`src/rtl/mem_initiator_pkg.sv`:
```
// Shared types and constants for the memory initiator.
package mem_initiator_pkg;

   localparam int          ADDR_W_DEFAULT    = 16;
   localparam int          DATA_W_DEFAULT    = 16;
   localparam int          MEM_DEPTH_DEFAULT = 101;
   localparam logic [15:0] CNT_MAX           = 16'hFFFF;

   typedef enum logic [1:0] {
      IDLE = 2'd0,
      RD   = 2'd1,
      WR   = 2'd2,
      RESP = 2'd3
   } state_t;

endpackage

```
`src/rtl/mem_initiator_sat_cnt.sv`:
```
// 16-bit debug counter that sticks at its maximum instead of wrapping.
// clr has priority over inc and is the only way back to zero.
module mem_initiator_sat_cnt
   import mem_initiator_pkg::*;
(
   input  logic        clk,
   input  logic        clr,
   input  logic        inc,
   output logic [15:0] count
);

   logic [15:0] r_count;
   logic [15:0] w_count_next;

   // Next-count selection: clear, saturating increment, or hold.
   always_comb begin
      w_count_next = r_count;
      if (clr) begin
         w_count_next = '0;
      end else if (inc && (r_count != CNT_MAX)) begin
         w_count_next = r_count + 16'd1;
      end
   end

   // The register is reloaded every edge so it always tracks w_count_next.
   always_ff @(posedge clk) begin
      r_count <= w_count_next;
   end

   assign count = r_count;

endmodule

```
`src/rtl/mem_initiator.sv`:
```
// CPU-side initiator for the single-port word memory of the multi-cycle core.
// Takes one read/write request at a time, strobes the memory for exactly one
// cycle, and returns the result over a response handshake.
// Optional feature macro: MEM_INITIATOR_RANGE_CHECK_EN -- when defined,
// addresses >= MEM_DEPTH are answered immediately with rsp_err and never
// reach the memory.
module mem_initiator
   import mem_initiator_pkg::*;
#(
   parameter int ADDR_W    = ADDR_W_DEFAULT,
   parameter int DATA_W    = DATA_W_DEFAULT,
   parameter int MEM_DEPTH = MEM_DEPTH_DEFAULT
)
(
   input  logic              clk,
   input  logic              rst,
   input  logic              req_valid,
   output logic              req_ready,
   input  logic              req_we,
   input  logic [ADDR_W-1:0] req_addr,
   input  logic [DATA_W-1:0] req_wdata,
   output logic              rsp_valid,
   input  logic              rsp_ready,
   output logic [DATA_W-1:0] rsp_rdata,
   output logic              rsp_err,
   output logic              mem_read,
   output logic              mem_write,
   output logic [ADDR_W-1:0] mem_addr,
   output logic [DATA_W-1:0] mem_wdata,
   input  logic [DATA_W-1:0] mem_rdata,
   output logic [15:0]       rd_cnt,
   output logic [15:0]       wr_cnt
);

   state_t            r_state;
   logic              r_rsp_valid;
   logic [DATA_W-1:0] r_rsp_rdata;
   logic              r_rsp_err;
   logic              r_mem_read;
   logic              r_mem_write;
   logic [ADDR_W-1:0] r_mem_addr;
   logic [DATA_W-1:0] r_mem_wdata;

   logic              w_addr_ok;
   logic              w_rd_inc;
   logic              w_wr_inc;

`ifdef MEM_INITIATOR_RANGE_CHECK_EN
   // Only implemented words are forwarded to the memory.
   assign w_addr_ok = (32'(req_addr) < MEM_DEPTH);
`else
   // Every address is forwarded; the depth has no influence in this build.
   assign w_addr_ok = 1'b1 | (MEM_DEPTH > 0);
`endif

   assign req_ready = (r_state == IDLE) && !rst;

   // Counters advance on the edge that closes the one-cycle strobe.
   assign w_rd_inc = (r_state == RD);
   assign w_wr_inc = (r_state == WR);

   // Access FSM with registered strobes, address/data and response fields.
   always_ff @(posedge clk) begin
      if (rst) begin
         r_state     <= IDLE;
         r_rsp_valid <= 1'b0;
         r_rsp_rdata <= '0;
         r_rsp_err   <= 1'b0;
         r_mem_read  <= 1'b0;
         r_mem_write <= 1'b0;
         r_mem_addr  <= '0;
         r_mem_wdata <= '0;
      end else begin
         case (r_state)
            IDLE: begin
               if (req_valid) begin
                  if (!w_addr_ok) begin
                     // Rejected without touching the memory bus.
                     r_state     <= RESP;
                     r_rsp_valid <= 1'b1;
                     r_rsp_err   <= 1'b1;
                     r_rsp_rdata <= '0;
                  end else if (req_we) begin
                     r_state     <= WR;
                     r_mem_write <= 1'b1;
                     r_mem_addr  <= req_addr;
                     r_mem_wdata <= req_wdata;
                  end else begin
                     r_state     <= RD;
                     r_mem_read  <= 1'b1;
                     r_mem_addr  <= req_addr;
                  end
               end
            end
            RD: begin
               // Memory drove mem_rdata on the falling edge inside this cycle.
               r_state     <= RESP;
               r_mem_read  <= 1'b0;
               r_rsp_rdata <= mem_rdata;
               r_rsp_err   <= 1'b0;
               r_rsp_valid <= 1'b1;
            end
            WR: begin
               r_state     <= RESP;
               r_mem_write <= 1'b0;
               r_rsp_rdata <= '0;
               r_rsp_err   <= 1'b0;
               r_rsp_valid <= 1'b1;
            end
            RESP: begin
               if (rsp_ready) begin
                  r_state     <= IDLE;
                  r_rsp_valid <= 1'b0;
               end
            end
            default: begin
               r_state <= IDLE;
            end
         endcase
      end
   end

   assign rsp_valid = r_rsp_valid;
   assign rsp_rdata = r_rsp_rdata;
   assign rsp_err   = r_rsp_err;
   assign mem_read  = r_mem_read;
   assign mem_write = r_mem_write;
   assign mem_addr  = r_mem_addr;
   assign mem_wdata = r_mem_wdata;

   mem_initiator_sat_cnt u_rd_cnt (
      .clk   (clk),
      .clr   (rst),
      .inc   (w_rd_inc),
      .count (rd_cnt)
   );

   mem_initiator_sat_cnt u_wr_cnt (
      .clk   (clk),
      .clr   (rst),
      .inc   (w_wr_inc),
      .count (wr_cnt)
   );

endmodule

```
`config.mk`:
```
export PLATFORM = sky130hd
export DESIGN_NAME = mem_initiator
export DESIGN_NICKNAME = d
export VERILOG_FILES = /design/src/rtl/mem_initiator_pkg.sv /design/src/rtl/mem_initiator_sat_cnt.sv /design/src/rtl/mem_initiator.sv
export SDC_FILE = /design/constraint.sdc
export NUM_CORES = 1
export LEC_CHECK = 0
export ABC_AREA = 1
export BUFFER_PORTS_ARGS = -buffer_cell sky130_fd_sc_hd__buf_2
export CORE_ASPECT_RATIO = 1.75
export CORE_MARGIN = 4
export CORE_UTILIZATION = 45
export CTS_CLUSTER_SIZE = 25
export DETAILED_ROUTE_END_ITERATION = 8
export HOLD_SLACK_MARGIN = 0.02
export MAX_ROUTING_LAYER = met4
export PLACE_DENSITY = 0.87
export SLEW_MARGIN = 20
export SYNTH_ARGS = -nofsm -noshare
export SYNTH_HDL_FRONTEND = slang
export SYNTH_SLANG_ARGS = --single-unit
```
`constraint.sdc`:
```
create_clock -name clk -period 1.6 [get_ports clk]
set_input_delay 0.08 -clock clk [delete_from_list [all_inputs] [get_ports clk]]
set_output_delay 0.08 -clock clk [all_outputs]
set_load 0.02 [all_outputs]
```
# [Word level (Yosys, flattened, before mapping)]
# Index checks and enable logic that the tools add are counted.
[totals] regBits=85 input_bits=53 out_inout_bits=85 wordCells=49
[classes] n_addsub=2 n_eq_ne=9 mux=13 n_bitwise=1 reduce_logical=15
[op_table] op="$add A16 B1 Y16 const B" n=2
[op_table] op="$ne A16 B16 Y1 const B" n=2
[op_table] op="$pmux W16 S2" n=1
[op_table] op="$reduce_and A3 Y1" n=3
[op_table] op="$ne A2 B2 Y1 const B" n=4
[op_table] op="$mux W2" n=3
[op_table] op="$pmux W1 S2" n=3
[op_table] op="$pmux W2 S3" n=1
[op_table] op="$reduce_and A2 Y1" n=3
[op_table] op="$reduce_bool A2 Y1" n=3
[op_table] op="$mux W1" n=5
[op_table] op="$eq A2 B2 Y1 const B" n=2
[op_table] op="$logic_and A1 B1 Y1" n=3
[op_table] op="$eq A2 B1 Y1 const B" n=1
[op_table] op="$logic_not A2 Y1" n=1
[op_table] op="$reduce_or A2 Y1" n=1
[op_table] op="$logic_not A1 Y1" n=1
[op_table] op="$not A1 Y1" n=1

# [Depth between registers and ports, before layout]
# Gate-level depths: netlist of the first run.
[logic_depth] depth_word=3 ltp_mapped=9

# [By module]
# A second synthesis of the first run with hierarchy kept.
[hier_totals] cells_unflattened=589 hier_area_um2=3988.8
[modules_own_cells] module="mem_initiator" n_inst=1 cells_each=291 area_each_um2=2129.5 seq_area_each_um2=1061.0
[modules_own_cells] module="mem_initiator_sat_cnt" n_inst=2 cells_each=149 area_each_um2=929.6 seq_area_each_um2=320.3

# [Worst setup path before layout of the first run]
# Ideal clock, no wire load.
[synth_path] kind="register to register" start="register r_state[0]" end="register r_rsp_rdata[3] (netlist: rsp_rdata[3])" arrival_ns=1.407 required_ns=1.530 path_slack_ns=0.122 stages_incl_launch_ff=8 path_cell_list="dfxtp_1 -> inv_1 -> ha_1 -> buf_2 -> clkinv_1 -> clkbuf_1 -> nand2_1 -> a21oi_1"
[synth_via] elab_chain_len=2
[synth_lines] item="from (decl)" line="mem_initiator.sv:35" rtl="state_t r_state;"
[synth_lines] item="from (signal assigned)" line="mem_initiator.sv:65" rtl="r_state <= IDLE;"
[synth_lines] item="from (signal assigned)" line="mem_initiator.sv:79" rtl="r_state <= RESP;"
[synth_lines] item="from (signal assigned)" line="mem_initiator.sv:84" rtl="r_state <= WR;"
[synth_lines] item="$eq A2 B2 Y1 / $eq A2 B1 Y1 (equally long branches)" line="mem_initiator.sv:74" rtl="case (r_state)"
[synth_lines] item="$pmux W16 S2 / $reduce_bool A2 Y1 (equally long branches)"
[synth_lines] item="to (signal assigned)" line="mem_initiator.sv:99" rtl="r_rsp_rdata <= mem_rdata;"
[synth_lines] item="to (decl)" line="mem_initiator.sv:37" rtl="logic [DATA_W-1:0] r_rsp_rdata;"
# Parallel ways exist; a longest one is shown, timed or not.
# A chain may end at the register's enable or synchronous reset.

# [Final worst setup path of the first run]
[layout_path] start="register r_state[0]" end="output port req_ready"
[layout_via] elab_chain_len=2
[layout_lines] item="$logic_not A2 Y1" line="mem_initiator.sv:56" rtl="assign req_ready = (r_state == IDLE) && !rst;"
[layout_lines] item="$logic_and A1 B1 Y1" line="mem_initiator.sv:56"
[layout_lines] item="to (decl)" line="mem_initiator.sv:18" rtl="output logic req_ready,"
# No other way between the ends.

==> summary by stage, run 1 <==
Synthesis
The register bit total from synthesis is 85. The most instantiated flip-flop cell in the synthesis netlist is dfxtp_1. Of the synthesized area, sequential elements account for 44.5%. By area the synthesized netlist is led by dfxtp_1, nor2_1, nand2_1. The cell count after synthesis is 532.

In this run the biggest area consumer among cell types represents 44.5% of the synthesized area. Counting flops with an async set or reset pin after synthesis yields a share of 0%. The average footprint of a synthesized cell is 7.18 µm². By count the netlist is led by nor2_1, nand2_1, dfxtp_1. The biggest area contributor in the post-synthesis netlist is dfxtp_1. For this run, the number of Yosys warnings is 0.

After synthesis the cells add up to 3820 µm². The most frequently used cell type in the post-synthesis netlist is nor2_1. The number of nets produced by synthesis is 591. Counting flops with a built-in enable in the synthesized netlist gives 0. Yosys mapped the design onto 34 distinct sky130hd cell types.

Clocking
The TritonCTS clock tree is done. The tree built by TritonCTS fans out to between 80 and 90 sinks. The root buffer selected by CTS is clkbuf_16.

The clock tree synthesis step divided the H-tree into 3 levels. The clock latency at the later pin of the worst-skew pair is roughly 340 ps. The clock passes through at most 2 buffers. Clock tree synthesis inserted a total of 9 buffers. Clock-pin slew was measured on the worst setup and hold paths at 60 ps.

Pwr
The worst-case IR drop observed on VDD is 1070 µV. The ratio of total power to cell area is 1460 nW/µm². The total power is 8010 µW. The static leakage is ~0.0026 µW.

Floorplanning
The die is 130 µm tall. In this run the horizontal extent of the chip is 77.7 µm. The initial utilization of the core area, before any placement, comes to 46.0%. The overall die area is roughly 10000 µm². During I/O placement, the number of pins put on the boundary was between 100 and 150.

The core region is 8310 µm². The row count is 44.

Global routing
The global routing usage summed across all routing layers is between 20% and 30%. Entering global routing, the biggest net connects 27 pins. The number of antenna violations at the first check in global routing is 0. The via count of the first global-routing pass is 4242. The first-pass GRT wire length is 18700 µm. The global-route congestion overflow total is 0.

Worst setup path
The endpoint of the lowest-slack register-to-register path is mem_wdata[8]. Data on the critical path arrives at its endpoint at 1480 ps. The worst setup path is captured at an output port. The worst setup path is of the reg2out kind. The sort of element at the start of the critical path is a flip-flop. The count of cells along the worst register-to-register path is 8. The slack of the worst reg-to-reg path is 80 ps. At the worst endpoint, the required time is roughly 1500 ps. In this run the worst path has a maximum fanout of 7. In this run the critical register-to-register path is launched from r_state[0].

Min path
The start point of the worst hold path is req_addr[10]. The path with the worst hold slack has its endpoint at mem_addr[10]. The worst min-delay path class is in2reg. Counting instances, the worst hold path has a depth of 3.

Detailed routing
The routed layout has 4293 vias. For this block, the routed nets add up to 11900 µm of wire. Dividing the detail-routed via count by the number of cells gives 5.12. The wire length per cell is 14.2 µm. Once detail routing completed, the nets flagged for antenna violations numbered 0. The number of iterations in the first detailed-routing pass is 4. After the first detailed-routing iteration, the DRC count stood at 233. For this run, design rule violations remaining after detail routing come to 0.

Final layout
The post-route netlist has 28.2% of its cells at a drive strength greater than 1. After routing the design area is around 5500 µm². The repair_antennas step left the layout with diodes totalling 0. The filler cells instantiated in the layout total 676. The area growth from synthesis to layout is 43.6%. The layout net count is 778. The fraction of the core area covered by cells at the end of the flow is 66.0%.

Place
The placed instance area is about 4600 µm². The placed wire-length estimate is between 7000 and 8000 µm. Routability-driven placement finished with a final weighted congestion of approximately 0.95. The quantity of I/O buffers inserted on ports is 136.

Timing
The number of endpoints with negative hold slack in the final report is 0. The total count of max-transition violations in the final report is 0. Static timing analysis puts the maximum clock frequency at approximately 0.64 GHz. The worst clock skew is slightly above 7 ps. The final cycle utilization of the critical path is a little over nine tenths. The final setup violation count is 0. Setup repair after global routing could not meet its margin everywhere. The worst path in the final design needs a cycle of 1560 ps, including I/O delays and setup.

Flow run
The number of max-capacitance violations reported is 0.

Status
The flow ran to the end, and the final reports show no timing, DRC or antenna violations.
-- cell usage in the layout (no fill, tap or decap), types with 2 or more instances in the layout --
cell type / Yosys / layout
buf_4: 1 / 13
inv_1: 26 / 25
nand3_2: 3 / 3
a21oi_1: 41 / 41
nor2_4: 8 / 8
nor2_2: 3 / 4
clkinv_1: 3 / 3
nand4_1: 4 / 4
buf_2: 6 / 136
nand2_2: 7 / 7
clkinv_4: 0 / 2
inv_2: 3 / 3
a21oi_2: 2 / 2
nand2_1: 86 / 86
clkbuf_16: 0 / 9
nand4_4: 1 / 2
nor3_1: 2 / 2
ha_2: 0 / 2
nor2_1: 130 / 129
o21ai_1: 2 / 3
clkinvlp_4: 0 / 3
dfxtp_1: 85 / 84
o21ai_0: 41 / 40
ha_1: 6 / 3
nand3_1: 48 / 48
dlygate4sd3_1: 0 / 46
-- kinds of logic after synthesis --
| group | share of synthesized area (%) |
|---|---|
| other cells | 0.0981 |
| buf+inv | 5.89 |
| flops | 44.5 |
| fa+ha+maj | 1.96 |
| xor+xnor | 0.229 |
| simple gates | 35.2 |
| compound gates | 12.1 |
-- worst max path at each step --
stage / startpoint / to / slack [ps] / depth (start not counted)
final: r_state[0] / req_ready / 40 / 5
after global routing: r_state[0] / mem_wdata[3] / -40 / 8
after CTS: r_state[0] / mem_wdata[10] / 10 / 7
after detailed placement: r_state[0] / mem_wdata[15] / 10 / 7
after global placement: r_state[1] / u_rd_cnt.count[12] / 130 / 7
after floorplan: r_state[0] / rsp_rdata[3] / 120 / 7
-- critical path, stage by stage, from the launching register on --
cell     delay (ps)
dfxtp_1         350
inv_1           130
ha_2            260
inv_1            90
nor2_1          130
buf_2           190
-- area by class of cell --
type / instances / area (µm²) / area share, %
clock buffer: 10 / 239 / 4.35
clock inverter: 6 / 71.3 / 1.30
inverter: 32 / 124 / 2.26
multi-input combinational: 395 / 1950 / 35.5
sequential: 85 / 1700 / 31.0
tap: 115 / 144 / 2.62
timing repair buffer: 196 / 1260 / 22.9
-- power breakdown --
group | internal (µW) | leakage (µW) | total (µW) | switching, µW
sequential | 2580 | 0.000695 | 2880 | 294
clock | 1260 | 0.000145 | 2140 | 872
combinational | 1060 | 0.00174 | 2990 | 1930
total | 4910 | 0.00258 | 8010 | 3100
-- per-layer routing --
metal | share of wire [%] | vias to the layer above | track usage [%]
li1 | - | 2110 | -
met3 | 5.1 | 44 | 4.83
met2 | 53 | 172 | 41.4
met4 | 4.2 | 0 | 15.9
met1 | 37 | 1967 | 24.3
met5 | 0 | - | -
-- flip-flops by register name, summed over array words and instances, names as in the netlist --
name	cells
r_state	2
rsp_valid	1
rsp_rdata	16
mem_wdata	16
u_rd_cnt.count	16
mem_write	1
u_wr_cnt.count	16
mem_read	1
mem_addr	16
-- repair_timing --
action,4_1_cts,5_1_grt
gates resized for setup,0,11
setup endpoints to repair,0,27
hold buffers,46,0
endpoints found under the hold margin,46,0
setup buffers,0,1
-- per-stage QoR --
step / hold slack, ps / TNS (ps) / worst slack, ps / instances
final: 25.0 / 0 / 44.7 / 839
after global placement: 305 / 0 / 125 / 775
after detailed placement: 318 / 0 / 13.9 / 775
after floorplan: 215 / 0 / 122 / 532
after global routing: 55.3 / -390 / -39.4 / 839
after CTS: 20.9 / 0 / 13.3 / 837
Note: power is estimated with default switching activity, not from simulation.
==> run 2: changes to the inputs <==
--- a/config.mk
+++ b/config.mk
@@ -7,9 +7,9 @@
 export LEC_CHECK = 0
 export ABC_AREA = 1
 export BUFFER_PORTS_ARGS = -buffer_cell sky130_fd_sc_hd__buf_2
-export CORE_ASPECT_RATIO = 1.75
 export CORE_MARGIN = 4
 export CORE_UTILIZATION = 45
+export CTS_BUF_LIST = sky130_fd_sc_hd__clkbuf_16
 export CTS_CLUSTER_SIZE = 25
 export DETAILED_ROUTE_END_ITERATION = 8
 export HOLD_SLACK_MARGIN = 0.02
==> run 2 against run 1 <==
Non-clock buffer count down 1. Utilization is 0.27 points lower. Global-route usage fell by 0.25 points. Maximum frequency is 4.0% higher. First-iteration DRC count shrank 21%. Count of clock-buffer cells in the layout decreased by 1. Highest routed layer unchanged. Critical path type is now reg2reg. Largest cell class unchanged. Combinational power rose by 1%. Die area shrank 0.57%. Cell count down 0.95%. Flip-flop and latch count unchanged.
==> summary by stage, run 2 (same netlist as run 1, synthesis figures left out) <==
Worst setup path
At the worst endpoint, the required time is 1830 ps. The largest fanout of any net on the critical path is 8. The critical path depth is 8. The cell with the largest stage delay on the worst path is dfxtp_1.

The kind of end point of the critical path is a flip-flop. The critical path contains buffers and inverters numbering 3 combined. The cell that appears most often on the critical path is nor2_1. The number of cells on the worst reg-to-reg path is 8. The data arrival time of the worst path is 1720 ps. Traced cell by cell, the critical path runs through inv_2 -> ha_4 -> nand2_2 -> nor2_4 -> buf_4 -> clkinvlp_4 -> nor2_1 -> nor2_1. The largest single stage delay on the critical path is approximately 340 ps. The largest delay contributor family on the critical path is simple AND/OR/NAND/NOR gates.

The sort of element at the start of the critical path is a flip-flop. The path type of the worst setup path is reg2reg.

Place
At the end of routability-driven placement, the weighted congestion stood at 0.928. Buffers placed on the I/O ports in this run total 136. The worst slack at placement is approximately 26 ps. Summed over all nets, the half-perimeter wirelength after detailed placement is ~7600 µm.

Floorplanning
For this configuration, the core starts out at a cell density of 46.3%. The number of top-level pins is 138. The die is 100 µm tall. The area inside the core boundary is between 8000 and 9000 µm².

The overall die area is between 10000 and 15000 µm². The die boundary width is 100 µm. The initialized floorplan defines 33 standard-cell rows.

Timing
The worst setup margin is 105 ps. The worst clock skew is 6.51 ps. Setup violations remaining at the end of the flow were counted as 0. The total count of max-transition violations in the final report is 0. The shortest period the worst path allows is about 1500 ps. Setup repair after global routing left no endpoint under its margin. After layout, the worst path uses 93.4% of the clock period.

Adding up every negative setup slack in the final design gives 0 ps. Timing would allow up to 0.669 GHz. The number of endpoints with negative hold slack in the final report came to 0.

Global routing
The largest net degree at the start of global routing is 33. Global routing finished with a remaining overflow of 0. The number of antenna violations at the first check in global routing is 3. The first global-routing pass estimated 18700 µm of wire.

The via count of the first global-routing pass came to 4094. Global routing used 23.7% of the available tracks across all layers.

Pwr
The ratio of total power to cell area is about 1500 nW/µm². The static leakage is around 0.0025 µW. Across the VDD grid, the largest voltage drop is 1140 µV.

Detailed routing
The post-detailed-route count of antenna-violating nets is 0. Dividing the detail-routed wire length by the instance count gives 14.1 µm. The number of vias in the routed layout is 4287. The count of unresolved DRC violations after routing is 0. The DRC marker count from the first detailed-route iteration is between 150 and 200. The first detailed-routing pass took 5 iterations. Using the TritonRoute via totals, the vias-per-cell ratio works out to 5.16. After detailed routing, the total wire length is 11700 µm.

Min path
The worst min-delay path class is in2reg. The depth of the worst hold-timing path is 3.

Status
The run finished with clean final reports.

Clocking
At the later pin of the worst-skew pair, clock insertion delay measures about 330 ps. The clock slew at the register clock pins of the worst setup and hold paths is 70 ps. TritonCTS built the clock tree. The root buffer selected by CTS is clkbuf_16.

In this run, CTS created clock tree buffers numbering 9. The clock net in this run drives a total of 85 sinks. The H-tree was split into 3 levels. No sink is reached through more buffers than the 2 on the longest clock path.

Final layout
Leaving out fill and tap cells, the most frequent cell in the layout is buf_2. Of the cells placed in the final design, the portion with a size suffix greater than 1 is 29.3%. The final layout contains 777 nets.

The area growth from synthesis to layout is 42.1%. Leaving out fill and tap cells, the most frequent cells in the layout are buf_2, nor2_1, nand2_1, dfxtp_1, nand3_1.

Flow run
Max-cap violations in this run came to 0.
[run 2: cell count changes in the layout (fill, tap and decap cells not counted), sizes merged]
cell / before / now
inv: 29 / 33
clkbuf: 10 / 9
buf: 150 / 151
nand4: 6 / 5
dlygate4sd3: 46 / 44
bufinv: 1 / 0
diode: 0 / 3
clkinvlp: 3 / 2
[run 2: path summary, 6_finish.rpt]
kind                              startpoint            end  slack (ps)
worst min-delay path            req_addr[11]   mem_addr[11]          30
worst max register to register    r_state[1]  mem_wdata[15]         110
worst min register to register     rsp_valid      rsp_valid         460
worst max-delay path              r_state[1]  mem_wdata[15]         110
[run 2: layout make-up]
cell class                      instances  area [µm²]
Clock inverter                          7        56.3
Antenna cell                            3        7.51
Tap cell                              105         131
Fill cell                             678        2830
Timing Repair inverter                  1        7.51
Multi-Input combinational cell        394        1940
Inverter                               32         124
Clock buffer                            9         225
Timing Repair Buffer                  195        1230
Sequential cell                        85        1700
[run 2: tightest hold or removal path: cells and delay by family]
family	cells	cell delay (ps)
buffers and inverters	1	80
AO/OA/AOI/OAI	1	80
AND/OR/NAND/NOR	1	80
[run 2: stage by stage]
step | total power, µW | hold slack, ps | area (µm²) | std cells | util, %
2_1_floorplan | 4670 | 215 | 3820 | 532 | -
3_3_place_gp | 5560 | 302 | 4630 | 766 | 56.1
3_5_place_dp | 5670 | 315 | 4630 | 766 | 56.1
4_1_cts | 7720 | 21.4 | 5350 | 825 | 64.7
5_1_grt | 8340 | 42.6 | 5430 | 831 | 65.8
6_report | 7890 | 27.8 | 5430 | 831 | 65.8
[run 2: power breakdown]
part	total [µW]	switching [µW]	leakage (µW)	internal (µW)
combinational	3030	1950	0.00170	1080
sequential	2870	287	0.000695	2580
clock	1990	906	0.000143	1080
total	7890	3140	0.00254	4750
[run 2: routing by layer]
| layer | vias up | track usage (%) | part of all wire (%) |
|---|---|---|---|
| li1 | 2102 | - | - |
| met1 | 1945 | 26.6 | 41 |
| met2 | 187 | 40.0 | 49 |
| met3 | 53 | 4.24 | 5.3 |
| met4 | 0 | 12.7 | 4.7 |
| met5 | - | - | 0 |
[run 2: timing repair]
| item | in CTS | in global routing |
|---|---|---|
| buffers inserted | 0 | 1 |
| endpoints found under the setup margin | 0 | 24 |
| hold buffers | 43 | 1 |
| resized for setup | 0 | 17 |
| endpoints found under the hold margin | 43 | 1 |
